### src/rtl/clock_pkg.sv
// Shared clock-datapath types and constants: used by the seconds counter,
// the seconds-to-BCD converter and the 7-segment decoder stage.
package clock_pkg;

  localparam int unsigned SECS_PER_DAY  = 86400;
  localparam int unsigned SECS_PER_HOUR = 3600;
  localparam int unsigned SECS_PER_MIN  = 60;

  typedef logic [3:0] bcd_t;
  typedef bcd_t [5:0] digits_t;

  typedef enum logic [2:0] {
    IDLE,
    HOURS,
    MINUTES,
    SPLIT,
    DONE
  } conv_state_t;

  // 24-hour value to 12-hour clock face: 0 -> 12, 13..23 -> 1..11
  function automatic logic [5:0] to_12h(input logic [5:0] h);
    if (h == 6'd0)       return 6'd12;
    else if (h > 6'd12)  return h - 6'd12;
    else                 return h;
  endfunction

endpackage

### src/rtl/time_bcd_converter_if.sv
// Request/result handshake bundle of time_bcd_converter.
interface time_bcd_converter_if #(
  parameter int unsigned SEC_W = 17
);
  import clock_pkg::*;

  logic             in_valid;
  logic             in_ready;
  logic [SEC_W-1:0] seconds;
  logic             out_valid;
  logic             out_ready;
  digits_t          num;
  logic             err;
  logic             pm;

  modport master (
    output in_valid, seconds, out_ready,
    input  in_ready, out_valid, num, err, pm
  );

  modport slave (
    input  in_valid, seconds, out_ready,
    output in_ready, out_valid, num, err, pm
  );
endinterface

### src/rtl/tens_splitter.sv
// Iterative binary-to-two-digit BCD split by repeated subtraction of 10.
module tens_splitter
  import clock_pkg::*;
(
  input  logic       clk,
  input  logic       reset,
  input  logic       load,
  input  logic [5:0] in,
  output bcd_t       tens,
  output bcd_t       units,
  output logic       done
);

  logic [5:0] val_q, val_d;
  bcd_t       tens_q, tens_d;

  always_comb begin
    val_d  = val_q;
    tens_d = tens_q;
    if (load) begin
      val_d  = in;
      tens_d = '0;
    end else if (val_q >= 6'd10) begin
      val_d  = val_q - 6'd10;
      tens_d = tens_q + 4'd1;
    end
  end

  always_ff @(posedge clk) begin
    if (reset) begin
      val_q  <= '0;
      tens_q <= '0;
    end else begin
      val_q  <= val_d;
      tens_q <= tens_d;
    end
  end

  assign tens  = tens_q;
  assign units = val_q[3:0];
  assign done  = (val_q < 6'd10);

endmodule

### src/rtl/time_bcd_converter.sv
// Seconds-of-day to HH:MM:SS BCD converter using subtractive division.
// Optional macro TWELVE_HOUR_EN: 12-hour hour digits with a PM flag.
module time_bcd_converter
  import clock_pkg::*;
#(
  parameter int unsigned SEC_W       = 17,
  parameter bcd_t        BLANK_DIGIT = 4'hF
) (
  input logic                 clk,
  input logic                 reset,
  time_bcd_converter_if.slave bus
);

  conv_state_t      state_q, state_d;
  logic [SEC_W-1:0] rem_q, rem_d;
  logic [5:0]       hr_q, hr_d, mn_q, mn_d;
  digits_t          num_q, num_d;
  logic             err_q, err_d, pm_q, pm_d;
  logic             load;
  logic [5:0]       hr_split;
  bcd_t             tens_h, units_h, tens_m, units_m, tens_s, units_s;
  logic             done_h, done_m, done_s;
`ifdef TWELVE_HOUR_EN
  logic             pm_pend_q, pm_pend_d;
`endif

  tens_splitter u_split_h (.clk(clk), .reset(reset), .load(load), .in(hr_split),
                           .tens(tens_h), .units(units_h), .done(done_h));
  tens_splitter u_split_m (.clk(clk), .reset(reset), .load(load), .in(mn_q),
                           .tens(tens_m), .units(units_m), .done(done_m));
  tens_splitter u_split_s (.clk(clk), .reset(reset), .load(load), .in(rem_q[5:0]),
                           .tens(tens_s), .units(units_s), .done(done_s));

  always_ff @(posedge clk) begin
    if (reset) begin
      state_q <= IDLE;
      rem_q   <= '0;
      hr_q    <= '0;
      mn_q    <= '0;
      num_q   <= '0;
      err_q   <= 1'b0;
      pm_q    <= 1'b0;
`ifdef TWELVE_HOUR_EN
      pm_pend_q <= 1'b0;
`endif
    end else begin
      state_q <= state_d;
      rem_q   <= rem_d;
      hr_q    <= hr_d;
      mn_q    <= mn_d;
      num_q   <= num_d;
      err_q   <= err_d;
      pm_q    <= pm_d;
`ifdef TWELVE_HOUR_EN
      pm_pend_q <= pm_pend_d;
`endif
    end
  end

  always_comb begin
    state_d = state_q;
    rem_d   = rem_q;
    hr_d    = hr_q;
    mn_d    = mn_q;
    num_d   = num_q;
    err_d   = err_q;
    pm_d    = pm_q;
    load    = 1'b0;
`ifdef TWELVE_HOUR_EN
    pm_pend_d = pm_pend_q;
    hr_split  = to_12h(hr_q);
`else
    hr_split  = hr_q;
`endif
    case (state_q)
      IDLE: begin
        if (bus.in_valid) begin
          rem_d = bus.seconds;
          hr_d  = '0;
          mn_d  = '0;
          if (bus.seconds >= SEC_W'(SECS_PER_DAY)) begin
            state_d = DONE;
            err_d   = 1'b1;
            pm_d    = 1'b0;
            num_d   = {6{BLANK_DIGIT}};
          end else begin
            state_d = HOURS;
          end
        end
      end
      HOURS: begin
        if (rem_q >= SEC_W'(SECS_PER_HOUR)) begin
          rem_d = rem_q - SEC_W'(SECS_PER_HOUR);
          hr_d  = hr_q + 6'd1;
        end else begin
          state_d = MINUTES;
        end
      end
      MINUTES: begin
        if (rem_q >= SEC_W'(SECS_PER_MIN)) begin
          rem_d = rem_q - SEC_W'(SECS_PER_MIN);
          mn_d  = mn_q + 6'd1;
        end else begin
          state_d = SPLIT;
          load    = 1'b1;
`ifdef TWELVE_HOUR_EN
          // pm is staged so the visible flag only changes with the new digits
          pm_pend_d = (hr_q >= 6'd12);
`endif
        end
      end
      SPLIT: begin
        if (done_h && done_m && done_s) begin
          state_d = DONE;
          num_d   = {tens_h, units_h, tens_m, units_m, tens_s, units_s};
          err_d   = 1'b0;
`ifdef TWELVE_HOUR_EN
          pm_d    = pm_pend_q;
`else
          pm_d    = 1'b0;
`endif
        end
      end
      DONE: begin
        if (bus.out_ready) state_d = IDLE;
      end
      default: state_d = IDLE;
    endcase
  end

  always_comb begin
    bus.in_ready  = (state_q == IDLE);
    bus.out_valid = (state_q == DONE);
    bus.num       = num_q;
    bus.err       = err_q;
    bus.pm        = pm_q;
  end

endmodule

### src/flat_wrapper.sv
// flat-port wrapper written by rule: the top's interface ports become plain ports
module time_bcd_converter_flat import clock_pkg::*;
#(
  parameter int unsigned SEC_W       = 17,
  parameter bcd_t        BLANK_DIGIT = 4'hF
)
  (clk, reset, bus_in_valid, bus_seconds, bus_out_ready, bus_in_ready, bus_out_valid, bus_num, bus_err, bus_pm);
  time_bcd_converter_if #(.SEC_W(SEC_W)) bus_i ();
  input logic clk;
  input logic reset;
  input wire logic [$bits(bus_i.in_valid)-1:0] bus_in_valid;
  input wire logic [$bits(bus_i.seconds)-1:0] bus_seconds;
  input wire logic [$bits(bus_i.out_ready)-1:0] bus_out_ready;
  output wire logic [$bits(bus_i.in_ready)-1:0] bus_in_ready;
  output wire logic [$bits(bus_i.out_valid)-1:0] bus_out_valid;
  output wire logic [$bits(bus_i.num)-1:0] bus_num;
  output wire logic [$bits(bus_i.err)-1:0] bus_err;
  output wire logic [$bits(bus_i.pm)-1:0] bus_pm;
  assign bus_i.in_valid = bus_in_valid;
  assign bus_i.seconds = bus_seconds;
  assign bus_i.out_ready = bus_out_ready;
  assign bus_in_ready = bus_i.in_ready;
  assign bus_out_valid = bus_i.out_valid;
  assign bus_num = bus_i.num;
  assign bus_err = bus_i.err;
  assign bus_pm = bus_i.pm;
  time_bcd_converter #(.SEC_W(SEC_W), .BLANK_DIGIT(BLANK_DIGIT)) u_core (.clk(clk), .reset(reset), .bus(bus_i));
endmodule
### config.mk
export PLATFORM = sky130hd
export DESIGN_NAME = time_bcd_converter_flat
export DESIGN_NICKNAME = d
export VERILOG_FILES = /design/src/rtl/clock_pkg.sv /design/src/rtl/time_bcd_converter_if.sv /design/src/rtl/tens_splitter.sv /design/src/rtl/time_bcd_converter.sv /design/src/flat_wrapper.sv
export SDC_FILE = /design/constraint.sdc
export NUM_CORES = 1
export LEC_CHECK = 0
export ABC_AREA = 1
export CELL_PAD_IN_SITES_DETAIL_PLACEMENT = 0
export CELL_PAD_IN_SITES_GLOBAL_PLACEMENT = 2
export CORE_ASPECT_RATIO = 0.6
export CORE_MARGIN = 2
export CORE_UTILIZATION = 33
export CTS_BUF_LIST = sky130_fd_sc_hd__clkbuf_8
export CTS_CLUSTER_DIAMETER = 150
export DETAILED_ROUTE_END_ITERATION = 8
export GPL_ROUTABILITY_DRIVEN = 0
export PLACE_DENSITY_LB_ADDON = 0.1
export RECOVER_POWER = 25
export REMOVE_ABC_BUFFERS = 1
export SLEW_MARGIN = 20
export SYNTH_ARGS = -nofsm -noshare
export SYNTH_HDL_FRONTEND = slang
export SYNTH_SLANG_ARGS = --single-unit
### constraint.sdc
create_clock -name clk -period 1.8 [get_ports clk]
set_input_delay 0.36 -clock clk [delete_from_list [all_inputs] [get_ports clk]]
set_output_delay 0.36 -clock clk [all_outputs]
set_load 0.02 [all_outputs]
# == Yosys cells after proc, flatten, opt, wreduce, memory -nomap -nowiden ==
# Index checks and enable logic that the tools add are counted.
# classes
n_reduce_logical,16
n_addsub,10
muxes,35
n_eq_ne,12
magnitude_cmp,9
# ops
op,n
24-bit two-way mux,3
6-bit two-way mux,9
17-bit two-way mux,3
17-bit case mux with 3 select lines,1
24-bit case mux with 2 select lines,1
6-bit case mux with 2 select lines,2
6-bit by 4-bit >= comparator with 1-bit output (second input constant),3
6-bit by 4-bit < comparator with 1-bit output (second input constant),3
3-bit two-way mux,6
6-bit by 4-bit subtractor with 6-bit output (second input constant),3
17-bit by 12-bit >= comparator with 1-bit output (second input constant),1
17-bit >= comparator (second input constant),1
17-bit by 6-bit >= comparator with 1-bit output (second input constant),1
17-bit by 12-bit subtractor with 17-bit output (second input constant),1
17-bit by 6-bit subtractor with 17-bit output (second input constant),1
3-bit case mux with 5 select lines,1
4-bit by 1-bit adder with 4-bit output (second input constant),3
6-bit by 1-bit adder with 6-bit output (second input constant),2
2-bit nonzero test,6
2-bit by 1-bit inequality test with 1-bit output (second input constant),4
2-bit inequality test (second input constant),4
4-bit AND reduction,2
1-bit two-way mux,7
3-bit by 2-bit == test with 1-bit output (second input constant),2
9 further kinds,12
# word_totals
ff_bits,88
elab_cells,100

# == Logic depth before layout (Yosys ltp) ==
# depth
word_depth,5
ltp_mapped,12

# == By module ==
# A second synthesis with hierarchy kept.
# hier_totals
cells_unflattened,800
hier_area_um2,5316.3
# by_module_without_submodules
module,cells_per_inst,n_inst,area_each_um2
time_bcd_converter,533,1,3469.6
tens_splitter,89,3,615.6

# == Worst setup path after synthesis ==
# Ideal clock, no wire load.
# synth_timing
path_kind,reg-to-reg
start,reg u_core.state_q[0]
end,reg u_core.rem_q[16]
t_arrival_ns,1.549
slack_ns,0.180
n_path_buf,2
path_stages_with_launch,13
required_time_ns,1.730
synth_period_minus_slack_ns,1.620
cell_sequence,dfxtp_1 nor2_2 inv_2 nor2_4 inv_2 or2_0 buf_2 nand2_1 nand2_2 nand2_4 buf_6 nand2_1 a21oi_1
# synth_between
elab_chain_len,3
# synth_rtl
item,line,source
from (decl),time_bcd_converter.sv:14,"conv_state_t state_q, state_d;"
from (signal assigned),time_bcd_converter.sv:47,state_q <= state_d;
3-bit logical NOT (*),--,
via bus_in_ready,flat_wrapper.sv:14,output wire logic [$bits(bus_i.in_ready)-1:0] bus_in_ready;
2-bit inequality test (no line) / 3-bit nonzero test (equally long branches),--,
4-bit AND reduction (no line),--,
to (signal assigned),time_bcd_converter.sv:48,rem_q <= rem_d;
to (decl),time_bcd_converter.sv:15,"logic [SEC_W-1:0] rem_q, rem_d;"
# The timed path passes the listed nets; every way through them passes the cells marked *.
# A chain may end at the register's enable or synchronous reset.

# == Worst setup path after layout ==
# layout_timing
start,reg u_core.rem_q[13]
end,reg u_core.rem_q[8]
# layout_between
elab_chain_len,3
# layout_rtl
item,line
17-bit by 6-bit >= comparator with 1-bit output / 17-bit by 12-bit >= comparator with 1-bit output (equally long branches),"time_bcd_converter.sv:100, time_bcd_converter.sv:92"
2-bit by 1-bit inequality test with 1-bit output (no line),--
4-bit AND reduction (no line) (*),--
# Every way passes the cells marked *; elsewhere a longest branch is shown, timed or not.

==> flow_metrics.py <==
metrics = {
    "layout": {
        "layout.nets": 864,
        "filler_cell_count": 1505,
        "finish.instance_area_um2": 6550,
        "layout-drive-gt1-share_pct": 23.4,
        "n_antenna_cell": 0,
        "syn_to_final_growth_pct": 37.1,
    },
    "placement": {
        "place_area_um2": 6040,
        "post-place-ws_ps": -374,
        "dp_hpwl_mm": 11.3,
        "numPortBuffers": 47,
    },
    "run_status": {
        "outcome": "finished, final reports clean",
    },
    "worst_hold_path": {
        "hold_removal_path_class": "flop to flop",
    },
    "worst_setup_path": {
        "critical_path.n_buffers_inverters": 3,
        "crit_path_start_kind": "flop",
        "setup.worst_path.class": "flop to flop",
        "cpMaxStageDelayCell": "sky130_fd_sc_hd__dfxtp_1",
        "timing.critical_path.max_delay_family": "simple AND/OR/NAND/NOR gates",
        "worstPathArrival_ps": 1960,
        "max_stage_delay_ps": 380,
        "end_kind": "flop",
        "path_cells": "inv_2 > nand2_2 > nor2_4 > nand2_2 > nor2_4 > nand3_4 > nand2_4 > inv_4 > buf_4 > nand3_1 > a21oi_1",
        "crit_required_ps": 2040,
        "path_max_fanout": 5,
    },
    "route": {
        "detail_route.iter0.violations": 334,
        "vias": 4965,
        "routed_wl_mm": 15.6,
        "drt_pre_antenna_iters": 5,
        "post_drt_via_cell_ratio": 4.81,
        "post_drt_wl_per_cell_um": 15.1,
        "final_antenna_net_count": 0,
        "route.detailed.drc": 0,
    },
    "floorplan": {
        "floorplan.initialDensity_pct": 33.3,
        "fp-row-count": 34,
        "io_pins": 49,
        "coreArea_um2": 14300,
        "die_area_um2": 15500,
        "dieWidth_um": 159,
        "chipHeight_um": 97.2,
    },
    "grt": {
        "gr-total-overflow": 0,
        "global_route_wire_length_before_repair_mm": 24.4,
        "overall_track_demand_over_capacity_in_global_routing_pct": 20.2,
        "grt_max_degree": 30,
        "first_global_vias": 4612,
        "initial_antenna_violation_count": 0,
    },
    "clock_network": {
        "tritoncts": "done",
        "skew_pair_late_insertion_delay_ps": 360,
        "clk_transition_reported_paths_ps": 100,
        "max-clock-path-buffers": 2,
        "ctsHoldBuffers": 0,
        "cts.sinks": 87,
        "cts_inserted_buffers": 9,
        "cts_root_buffer": "sky130_fd_sc_hd__clkbuf_8",
        "cts-htree-levels": 3,
    },
    "sta": {
        "maxClockFrequency_mhz": 582,
        "timing.final.hold_violations": 0,
        "grt_setup_unrepaired": "yes",
        "min_period_ps": 1720,
        "report.final.setup_viol": 0,
        "clock_skew_ps": 12.4,
        "finalCritPeriodShare_pct": 95.4,
        "setup_slack_ps": 83.2,
        "drv_slew": 0,
    },
    "power_and_ir_drop": {
        "p_leak_nw": 2.82,
        "cellPowerDensity_nw_per_um2": 2010,
        "vdd_ir_drop_max_mv": 0.612,
    },
    "synthesis": {
        "synth.cell_area_um2": 4780,
        "synth.distinct_cells": 40,
        "synth.top_cells.by_area": "sky130_fd_sc_hd__dfxtp_1 (36%), sky130_fd_sc_hd__nand2_1 (12%), sky130_fd_sc_hd__a21oi_1 (8.6%)",
        "synth_seq_area_share_pct": 36.4,
        "synth_area_leader_cell": "sky130_fd_sc_hd__dfxtp_1",
        "post_synth_inst_count": 705,
        "synthDominantCellAreaShare_pct": 36.4,
        "synthesis.area_per_instance_um2": 6.78,
        "ys_ff_latch": 87,
        "yosys_warnings": 0,
    },
    "job": {
        "max-cap-violations": 0,
    },
}
==> flip-flops by register name (all words and copies together) (netlist names) <==
register / count
u_core.bus.err: 1
u_core.bus.num: 24
u_core.hr_q: 6
u_core.mn_q: 6
u_core.rem_q: 17
u_core.state_q: 3
u_core.u_split_h.tens: 4
u_core.u_split_h.val_q: 6
u_core.u_split_m.tens: 4
u_core.u_split_m.val_q: 6
u_core.u_split_s.tens: 4
u_core.u_split_s.val_q: 6
==> Yosys cell counts, drive strengths merged <==
master and count:
a21oi 84, a22o 1, a311oi 1, a31oi 1, and3 4, buf 17, clkbuf 11, conb 1
dfxtp 87, ha 13, inv 86, nand2 157, nand3 67, nand3b 2, nand4 13, nor2 58
nor3 9, nor3b 4, o211a 1, o211ai 3, o21ai 63, o221ai 1, or2 7, xnor2 3
xor2 11
==> kinds of logic (layout without fill, tap and decap cells) <==
group	count (synthesis)	count (layout)	synth area share, %
compound gates	155	155	16.9
xor+xnor	14	14	2.56
fa+ha+maj	13	13	3.40
buf+inv	114	241	9.76
flops	87	87	36.4
other cells	1	1	0.0784
simple gates	321	324	30.9
==> layer usage <==
| metal | GRT usage (%) | vias to the layer above | routed length, µm |
|---|---|---|---|
| met2 | 26.8 | 104 | 5730 |
| li1 | - | 2572 | - |
| met5 | 0 | - | 0 |
| met3 | 4.82 | 5 | 922 |
| met4 | 3.71 | 0 | 65 |
| met1 | 32.2 | 2284 | 8860 |
==> worst reg2reg max path, delay by kind of cell, from the launching register on <==
| kind | cells | cell delay [ps] |
|---|---|---|
| buffers and inverters | 3 | 310 |
| flip-flops | 1 | 380 |
| AO/OA/AOI/OAI | 1 | 70 |
| AND/OR/NAND/NOR | 7 | 840 |
==> power by group <==
part	total, mW	switching [mW]	internal (mW)
clock network	1.56	0.769	0.790
registers	3.20	0.599	2.60
logic	8.44	4.98	3.46
==> through the flow <==
step           utilization (%)  TNS (ps)  hold WS, ps  total power [mW]  instances
3_5_place_dp              42.1     -9430          437              10.5       1008
2_1_floorplan                -     -1860          429              7.15        677
5_1_grt                   45.7      -216          477              14.3       1033
4_1_cts                   44.2         0          453              12.4       1026
6_report                  45.7         0          448              13.2       1033
3_3_place_gp              42.1     -8750          436              10.5       1008
==> final cells by class <==
class / count / area, µm² / share of cell area (%)
Tap cell: 198 / 248 / 3.78
Timing Repair Buffer: 139 / 1200 / 18.4
Clock buffer: 9 / 124 / 1.89
Multi-Input combinational cell: 507 / 2780 / 42.4
Sequential cell: 87 / 1770 / 27.1
Clock inverter: 7 / 96.3 / 1.47
Inverter: 86 / 328 / 5.00
==> placed cells by master, fill, tap and decap left out, drive strengths merged <==
master and instances:
bufinv 2, nor2 58, xnor2 3, a22o 1, xor2 11, clkbuf 12
clkdlybuf4s50 45, nor3b 4, nand3b 2, o211a 1, dfxtp 87, nand3 67
clkinv 1, buf 91, o211ai 3, nand2 158, clkinvlp 1, a21oi 84
a311oi 1, and3 4, inv 89, nor3 9, nand4 15, o21ai 63
or2 7, ha 13, a31oi 1, o221ai 1, conb 1
==> worst paths after layout <==
check	from	endpoint	slack, ps	cells past startpoint
hold / removal	u_core.bus.err	u_core.bus.err	450	2
setup / recovery	u_core.rem_q[13]	u_core.rem_q[8]	80	11
hold reg to reg	u_core.bus.err	u_core.bus.err	450	2
setup reg to reg	u_core.rem_q[13]	u_core.rem_q[8]	80	11
==> repair_timing <==
action,CTS,global route
gates cloned,1,2
pin swaps,2,8
gates resized for setup,16,69
setup endpoints to repair,42,70
hold endpoints to repair,0,0
buffers inserted,1,5
(Power assumes the default switching activity.)
